$ cat src/rtl/vn_edge_ctrl.sv
// Edge controller for a stochastic LDPC variable node: init fill, agree/hold regeneration,
// random edge-memory addressing and a saturating hard-decision counter.
module vn_edge_ctrl #(
  parameter int unsigned N     = 8,
  parameter int unsigned NS    = 3,
  parameter logic [7:0]  SEED  = 8'hA5,
  parameter int unsigned DEC_W = 4
) (
  input  logic          clk,
  input  logic          reset,
  input  logic          start,
  input  logic          en,
  input  logic          ch,
  input  logic          in1,
  input  logic          in2,
  input  logic          em_out,
  output logic          trig,
  output logic          push_bit,
  output logic [NS-1:0] sel,
  output logic          out,
  output logic          hold,
  output logic          dec,
  output logic          init_done
);

  localparam int unsigned CW = $clog2(N + 1);
  localparam logic signed [DEC_W-1:0] DecMax = {1'b0, {(DEC_W-1){1'b1}}};
  localparam logic signed [DEC_W-1:0] DecMin = {1'b1, {(DEC_W-1){1'b0}}};

  typedef enum logic [1:0] {StIdle, StInit, StRun} state_e;

  state_e                   state_q, state_d;
  logic [CW-1:0]            icnt_q, icnt_d;
  logic signed [DEC_W-1:0]  dcnt_q, dcnt_d;
  logic [7:0]               lfsr_q, lfsr_d;
  logic [NS-1:0]            sel_q, sel_d;
  logic                     out_q, out_d;
  logic                     hold_q, hold_d;
  logic                     push_q, push_d;
  logic                     trig_q, trig_d;
  logic                     dec_q, dec_d;
  logic                     done_q, done_d;

  // Folds an out-of-range LFSR slice back into the valid address range.
  function automatic logic [NS-1:0] mod_n(input logic [NS-1:0] v);
    logic [31:0] t;
    t = 32'(v) % 32'(N);
    return t[NS-1:0];
  endfunction

  always_comb begin
    state_d = state_q;
    icnt_d  = icnt_q;
    dcnt_d  = dcnt_q;
    lfsr_d  = lfsr_q;
    out_d   = out_q;
    hold_d  = hold_q;
    push_d  = push_q;
    trig_d  = 1'b0;
    done_d  = done_q;

    if (start) begin
      state_d = StInit;
      icnt_d  = '0;
      dcnt_d  = '0;
      done_d  = 1'b0;
    end else if (en) begin
      unique case (state_q)
        StInit: begin
          push_d = ch;
          out_d  = ch;
          trig_d = 1'b1;
          hold_d = 1'b0;
          icnt_d = icnt_q + CW'(1);
          if (icnt_q == CW'(N - 1)) begin
            state_d = StRun;
            done_d  = 1'b1;
          end
        end
        StRun: begin
          if ((ch == in1) && (ch == in2)) begin
            out_d  = ch;
            push_d = ch;
            trig_d = 1'b1;
            hold_d = 1'b0;
          end else begin
            out_d  = em_out;
            hold_d = 1'b1;
          end
          if (out_d) begin
            if (dcnt_q != DecMax) dcnt_d = dcnt_q + DEC_W'(1);
          end else begin
            if (dcnt_q != DecMin) dcnt_d = dcnt_q - DEC_W'(1);
          end
        end
        default: ;
      endcase
    end

    // The LFSR steps on every enabled cycle, regardless of state or start.
    if (en) lfsr_d = {lfsr_q[6:0], lfsr_q[7] ^ lfsr_q[5] ^ lfsr_q[4] ^ lfsr_q[3]};

    sel_d = mod_n(lfsr_d[NS-1:0]);
    dec_d = !dcnt_d[DEC_W-1] && (dcnt_d != '0);
  end

  always_ff @(posedge clk) begin
    if (reset) begin
      state_q <= StIdle;
      icnt_q  <= '0;
      dcnt_q  <= '0;
      lfsr_q  <= SEED;
      sel_q   <= mod_n(SEED[NS-1:0]);
      out_q   <= 1'b0;
      hold_q  <= 1'b0;
      push_q  <= 1'b0;
      trig_q  <= 1'b0;
      dec_q   <= 1'b0;
      done_q  <= 1'b0;
    end else begin
      state_q <= state_d;
      icnt_q  <= icnt_d;
      dcnt_q  <= dcnt_d;
      lfsr_q  <= lfsr_d;
      sel_q   <= sel_d;
      out_q   <= out_d;
      hold_q  <= hold_d;
      push_q  <= push_d;
      trig_q  <= trig_d;
      dec_q   <= dec_d;
      done_q  <= done_d;
    end
  end

  assign trig      = trig_q;
  assign push_bit  = push_q;
  assign sel       = sel_q;
  assign out       = out_q;
  assign hold      = hold_q;
  assign dec       = dec_q;
  assign init_done = done_q;

endmodule

$ cat config.mk
export PLATFORM = sky130hd
export DESIGN_NAME = vn_edge_ctrl
export DESIGN_NICKNAME = d
export VERILOG_FILES = /design/src/rtl/vn_edge_ctrl.sv
export SDC_FILE = /design/constraint.sdc
export NUM_CORES = 1
export LEC_CHECK = 0
export CAP_MARGIN = 10
export CORE_MARGIN = 5
export CORE_UTILIZATION = 41
export DETAILED_ROUTE_END_ITERATION = 7
export PLACE_DENSITY = 0.65
export SLEW_MARGIN = 20
export SYNTH_ARGS = -nofsm -noshare
export SYNTH_HDL_FRONTEND = slang
export SYNTH_SLANG_ARGS = --single-unit
$ cat constraint.sdc
create_clock -name clk -period 1.8 [get_ports clk]
set_input_delay 0.45 -clock clk [delete_from_list [all_inputs] [get_ports clk]]
set_output_delay 0.45 -clock clk [all_outputs]
set_load 0.01 [all_outputs]
# == Word level (Yosys, flattened, before mapping) ==
# Cells that the tools add are included.
# W data, S select, Z words.
# op_classes
addsub,3
mul,0
div,0
order_cmp,0
n_eq_ne,8
shift,0
n_mux,21
bitwise_logic,5
n_reduce_logical,15
# op_table
op,n
$mux W4,6
$mux W1,11
$reduce_and A3 Y1,3
$ne A4 B4 Y1 const B,2
$pmux W1 S2,4
$reduce_bool A2 Y1,4
$add A4 B1 Y4 const B,1
$add A4 B2 Y4 const B,1
$eq A4 B3 Y1 const B,1
$reduce_and A4 Y1,1
$reduce_bool A4 Y1,1
$sub A4 B2 Y4 const B,1
$reduce_or A3 Y1,1
$xor A1 B1 Y1,3
$eq A1 B1 Y1,2
$eq A2 B1 Y1 const B,1
$eq A2 B2 Y1 const B,1
$logic_and A1 B1 Y1,2
$ne A2 B2 Y1 const B,1
$not A1 Y1,2
$reduce_and A2 Y1,1
$reduce_or A2 Y1,1
$logic_not A1 Y1,1
# word_totals
ff_bits,23
latchBits,0
mem_bits_rw,0
romBits,0
inputBits,8
out_inout_bits,9
word_cells,63
n_memories,0

# == Logic depth before layout (Yosys ltp) ==
# depth
ltp_word,12
ltp_mapped,8
mapped_depth_nobuf,7

# == Least setup slack after synthesis ==
# OpenSTA, ideal clock, no wires.
# synth_path
path_kind,flip-flop to flip-flop
startpoint,reg init_done (netlist name)
endpoint,"reg push_q, in the netlist push_bit"
setup_time_ps,127
arrival_ps,1498
t_required_ps,1673
path_slack_ps,175
path_stages_with_launch,7
n_path_buf,0
synth_period_minus_slack_ps,1625
path_cell_list,dfxtp_1 inv_1 ha_1 or3b_1 a21oi_1 mux2i_1 nor2_1
# synth_rtl
element,line,text
to (signal assigned),128,push_q <= push_d;
to (decl),39,"logic push_q, push_d;"

# == Worst setup path after layout ==
# layout_path
startpoint,in em_out
endpoint,reg dcnt_q[3]
# layout_between
elab_chain_cells,8
# layout_rtl
element,line,text
from (decl),16,"input logic em_out,"
$mux W1,81,if ((ch == in1) && (ch == in2)) begin
$mux W1,68,unique case (state_q)
$mux W1,67,end else if (en) begin
$mux W1,62,if (start) begin
$mux W4,90,if (out_d) begin
$mux W4,68,
$mux W4,67,
$mux W4,62,
to (signal assigned),123,dcnt_q <= dcnt_d;
to (decl),34,"logic signed [DEC_W-1:0] dcnt_q, dcnt_d;"
# No other way between the ends. The select of a mux whose other input is x is not followed.
# A chain may end at the register's enable or synchronous reset.

==> flow_summary.yaml <==
sta:
  holdWs_ns: 0.486
  finalSetupTns_ns: 0
  final.setup.worst_slack_ns: 0.109
  finalMaxSlewViolations: 0
  worstMarginPinSlew_ns: 0.271
  fin_skew_ns: 0.00299
  relSlewSlack_pct: 81.9
  grt_setup_unrepaired: "no"
  period_needed_ns: 1.69
  fin_crit_sh_pct: 94.0
  max_freq_mhz: 591
  hold_viol_final: 0
  setup_viol: 0
setup_path:
  regToRegSetupSlack_ns: 0.14
  cp.required_ns: 2.05
  crit_slowest_cell: "clkdlybuf4s50_1"
  worstSetupStartpointType: "primary input"
  worst-path-buf-inv: 1
  max_stage_delay_ns: 0.48
  cp_top_family: "compound AO/OA/AOI/OAI gates"
  r2r_start: "init_done"
  setup.worst_path.end_class: "flip-flop"
  path_cells: "clkdlybuf4s50_1 > a21o_1 > a21oi_4 > mux2i_1 > o221a_1 > nor2b_1"
  cp.depth: 6
  crit_arrival_ns: 1.95
  crit_start: "em_out"
  critical_path_class: "in2reg"
  cp_max_fo: 4
  r2r-end: "push_bit"
  r2r_cells: 6
  endpoint: "dcnt_q[3]"
cts:
  clk_latency_ns: 0.30
  clock-root-buffer: "clkbuf_4"
  hold_buffers: 0
  clockBufferDepth: 2
  htree_levels: 1
  clock-sinks: 23
  cts_buffers: 3
  path_clk_slew_ns: 0.12
  cts_setup_buffers: 0
  cts_tree: "built"
cells_and_area:
  drive_gt1_share_pct: 19.5
  syn2layout_area_growth_pct: 26.4
  nNetsFinal: 178
  antenna_cells: 0
  fin_util_pct: 54.9
logic_synthesis:
  synth_async_sr_flop_share_pct: 0
  synth_top_family_by_area: "simple AND/OR/NAND/NOR gates"
  synth_area_um2: 1220
  synth_ff_type: "dfxtp_1"
  synth_top_area_share_pct: 37.8
  synthCells: 136
  yosysWarningCount: 0
  synthXorXnorAreaFrac_pct: 5.03
  synth_edf_count: 0
  syn-num-nets: 149
  synth-simple-area-share_pct: 20.4
  ys_seq_area_share_pct: 37.8
  synth_compound_gate_area_share_pct: 18.9
  synth_cell_type_count: 41
  ys_ff_latch: 23
  syn_avg_cell_area_um2: 8.96
  synthAdderAreaFrac_pct: 5.13
  muxShareOfSynthArea_pct: 7.39
  yosys-top-cells-area: "dfxtp_1, mux2i_1, nor2_1"
  synth_largest_area_cell: "dfxtp_1"
run_status:
  status: "finished, final reports clean"
drt:
  wl_per_cell_um: 12.6
  drc_errors: 0
  wirelength_um: 2460
  ant_nets: 0
  drtPass1Iterations: 4
  drt_iter0_drc: 48
  vias: 1031
  vias_per_cell: 5.29
global_route:
  antenna_found_initial: 0
  grt_pass1_vias: 1005
  grt_pass1_wl_um: 4310
  grt_overflow_total: 0
  grt_max_degree: 15
  track_usage_pct: 12.8
die:
  fp.dieW_um: 64.5
  dieArea_um2: 4160
  row_count: 19
  core-area_um2: 2810
  die_y_um: 64.5
  io-pin-count: 17
  start_util_pct: 43.4
pwr:
  clockPowerShare_pct: 24.4
  finalPower_mw: 0.946
  switching_share_pct: 25.2
  power.density_nw_per_um2: 614
  leakage_nw: 0.636
  power_switching_mw: 0.238
  power_frac_comb_pct: 18.2
  pwr-share-seq_pct: 57.4
  irDropWorstVdd_mv: 0.368
  internal_power_mw: 0.708
job:
  cap_violations: 0
placement:
  gp_congestion: 0.972
  dpl.hpwl_um: 1960
  dp_slack_ns: -0.328
  port_buffers: 16
hold_path:
  hold_depth: 1
  hp-class: "reg2reg"
layout by cell type, fill, tap and decap left out, drive strengths merged, types with 2 or more instances in the layout:
cell type      netlist  routed
and3                 2       2
a211o                3       3
buf                  4      16
nand3b               2       2
nor2b                4       4
clkdlybuf4s50        0      14
a2bb2oi              2       2
o21ai                3       3
a21oi               11      11
xnor2                5       5
nor2                17      17
nand4                2       2
ha                   5       5
nand2                6       6
o211ai               2       2
clkbuf               4       3
dfxtp               23      23
xor2                 2       2
dlymetal6s2s         0       2
or2                  2       2
o221ai               2       2
nor3                 2       2
nand2b               2       2
and2                 3       3
inv                  6       6
mux2i                9       9
metal layers:
metal / vias up / global-route usage, % / wire length [um]
met4: 0 / 1.85 / 11
met1: 485 / 15.6 / 1110
met3: 2 / 4.15 / 82
li1: 530 / - / -
met5: - / 0 / 0
met2: 14 / 22.6 / 1250
cell type report:
| cell class | count | area, um^2 |
|---|---|---|
| fill | 260 | 1260 |
| multi-input combinational | 99 | 704 |
| sequential | 23 | 462 |
| timing repair buffer | 32 | 285 |
| tap | 31 | 38.8 |
| clock buffer | 3 | 22.5 |
| inverter | 6 | 22.5 |
| clock inverter | 1 | 5.00 |
worst reg2reg max path, cell delays in order, from the launching register on:
cell and delay [ns]:
dfxtp_2 0.37, inv_1 0.06, ha_1 0.31, or3b_1 0.38, a21oi_1 0.18, mux2i_1 0.21, nor2_1 0.05
synth_stat cells, drive strengths merged (2+ instances only):
| master | n |
|---|---|
| clkbuf | 4 |
| a2bb2oi | 2 |
| nand2b | 2 |
| inv | 6 |
| xor2 | 2 |
| o21ai | 3 |
| o221ai | 2 |
| mux2i | 9 |
| nor2b | 4 |
| a211o | 3 |
| and3 | 2 |
| nor3 | 2 |
| nand3b | 2 |
| nand4 | 2 |
| and2 | 3 |
| o211ai | 2 |
| xnor2 | 5 |
| or2 | 2 |
| buf | 4 |
| a21oi | 11 |
| nand2 | 6 |
| dfxtp | 23 |
| nor2 | 17 |
| ha | 5 |
through the flow:
stage               instances  cell area, um^2
global placement          191             1500
finish                    195             1540
floorplan                 136             1220
detailed placement        191             1500
CTS                       195             1520
global route              195             1540
registers in the layout (all words and copies together), names as in the netlist:
signal and cells:
lfsr_q 8, init_done 1, trig 1, icnt_q 4, out 1, dec 1
hold 1, dcnt_q 4, state_q 1, push_bit 1
cell families after synthesis:
family,after synthesis
flops,23
xor+xnor,7
fa+ha+maj,5
simple gates,48
mux,9
compound gates,30
buf+inv,14
how the worst min path moves through the flow:
| stage | endpoint | startpoint | slack [ns] |
|---|---|---|---|
| finish | lfsr_q[7] | lfsr_q[6] | 0.49 |
| CTS | hold | hold | 0.49 |
| detailed placement | lfsr_q[7] | lfsr_q[6] | 0.47 |
| global route | hold | hold | 0.52 |
| floorplan | lfsr_q[7] | lfsr_q[6] | 0.44 |
| global placement | hold | hold | 0.44 |
power by group through the flow:
stage | clock network, mW | registers, mW | logic, mW
floorplan | 0 | 0.552 | 0.0999
global placement | 0 | 0.553 | 0.166
detailed placement | 0 | 0.555 | 0.170
CTS | 0.245 | 0.543 | 0.171
global route | 0.270 | 0.546 | 0.190
finish | 0.231 | 0.543 | 0.172
repair_timing:
item,CTS,global route
endpoints found under the hold margin,0,0
setup endpoints to repair,0,3
resized for setup,0,6
(Power assumes the default switching activity.)
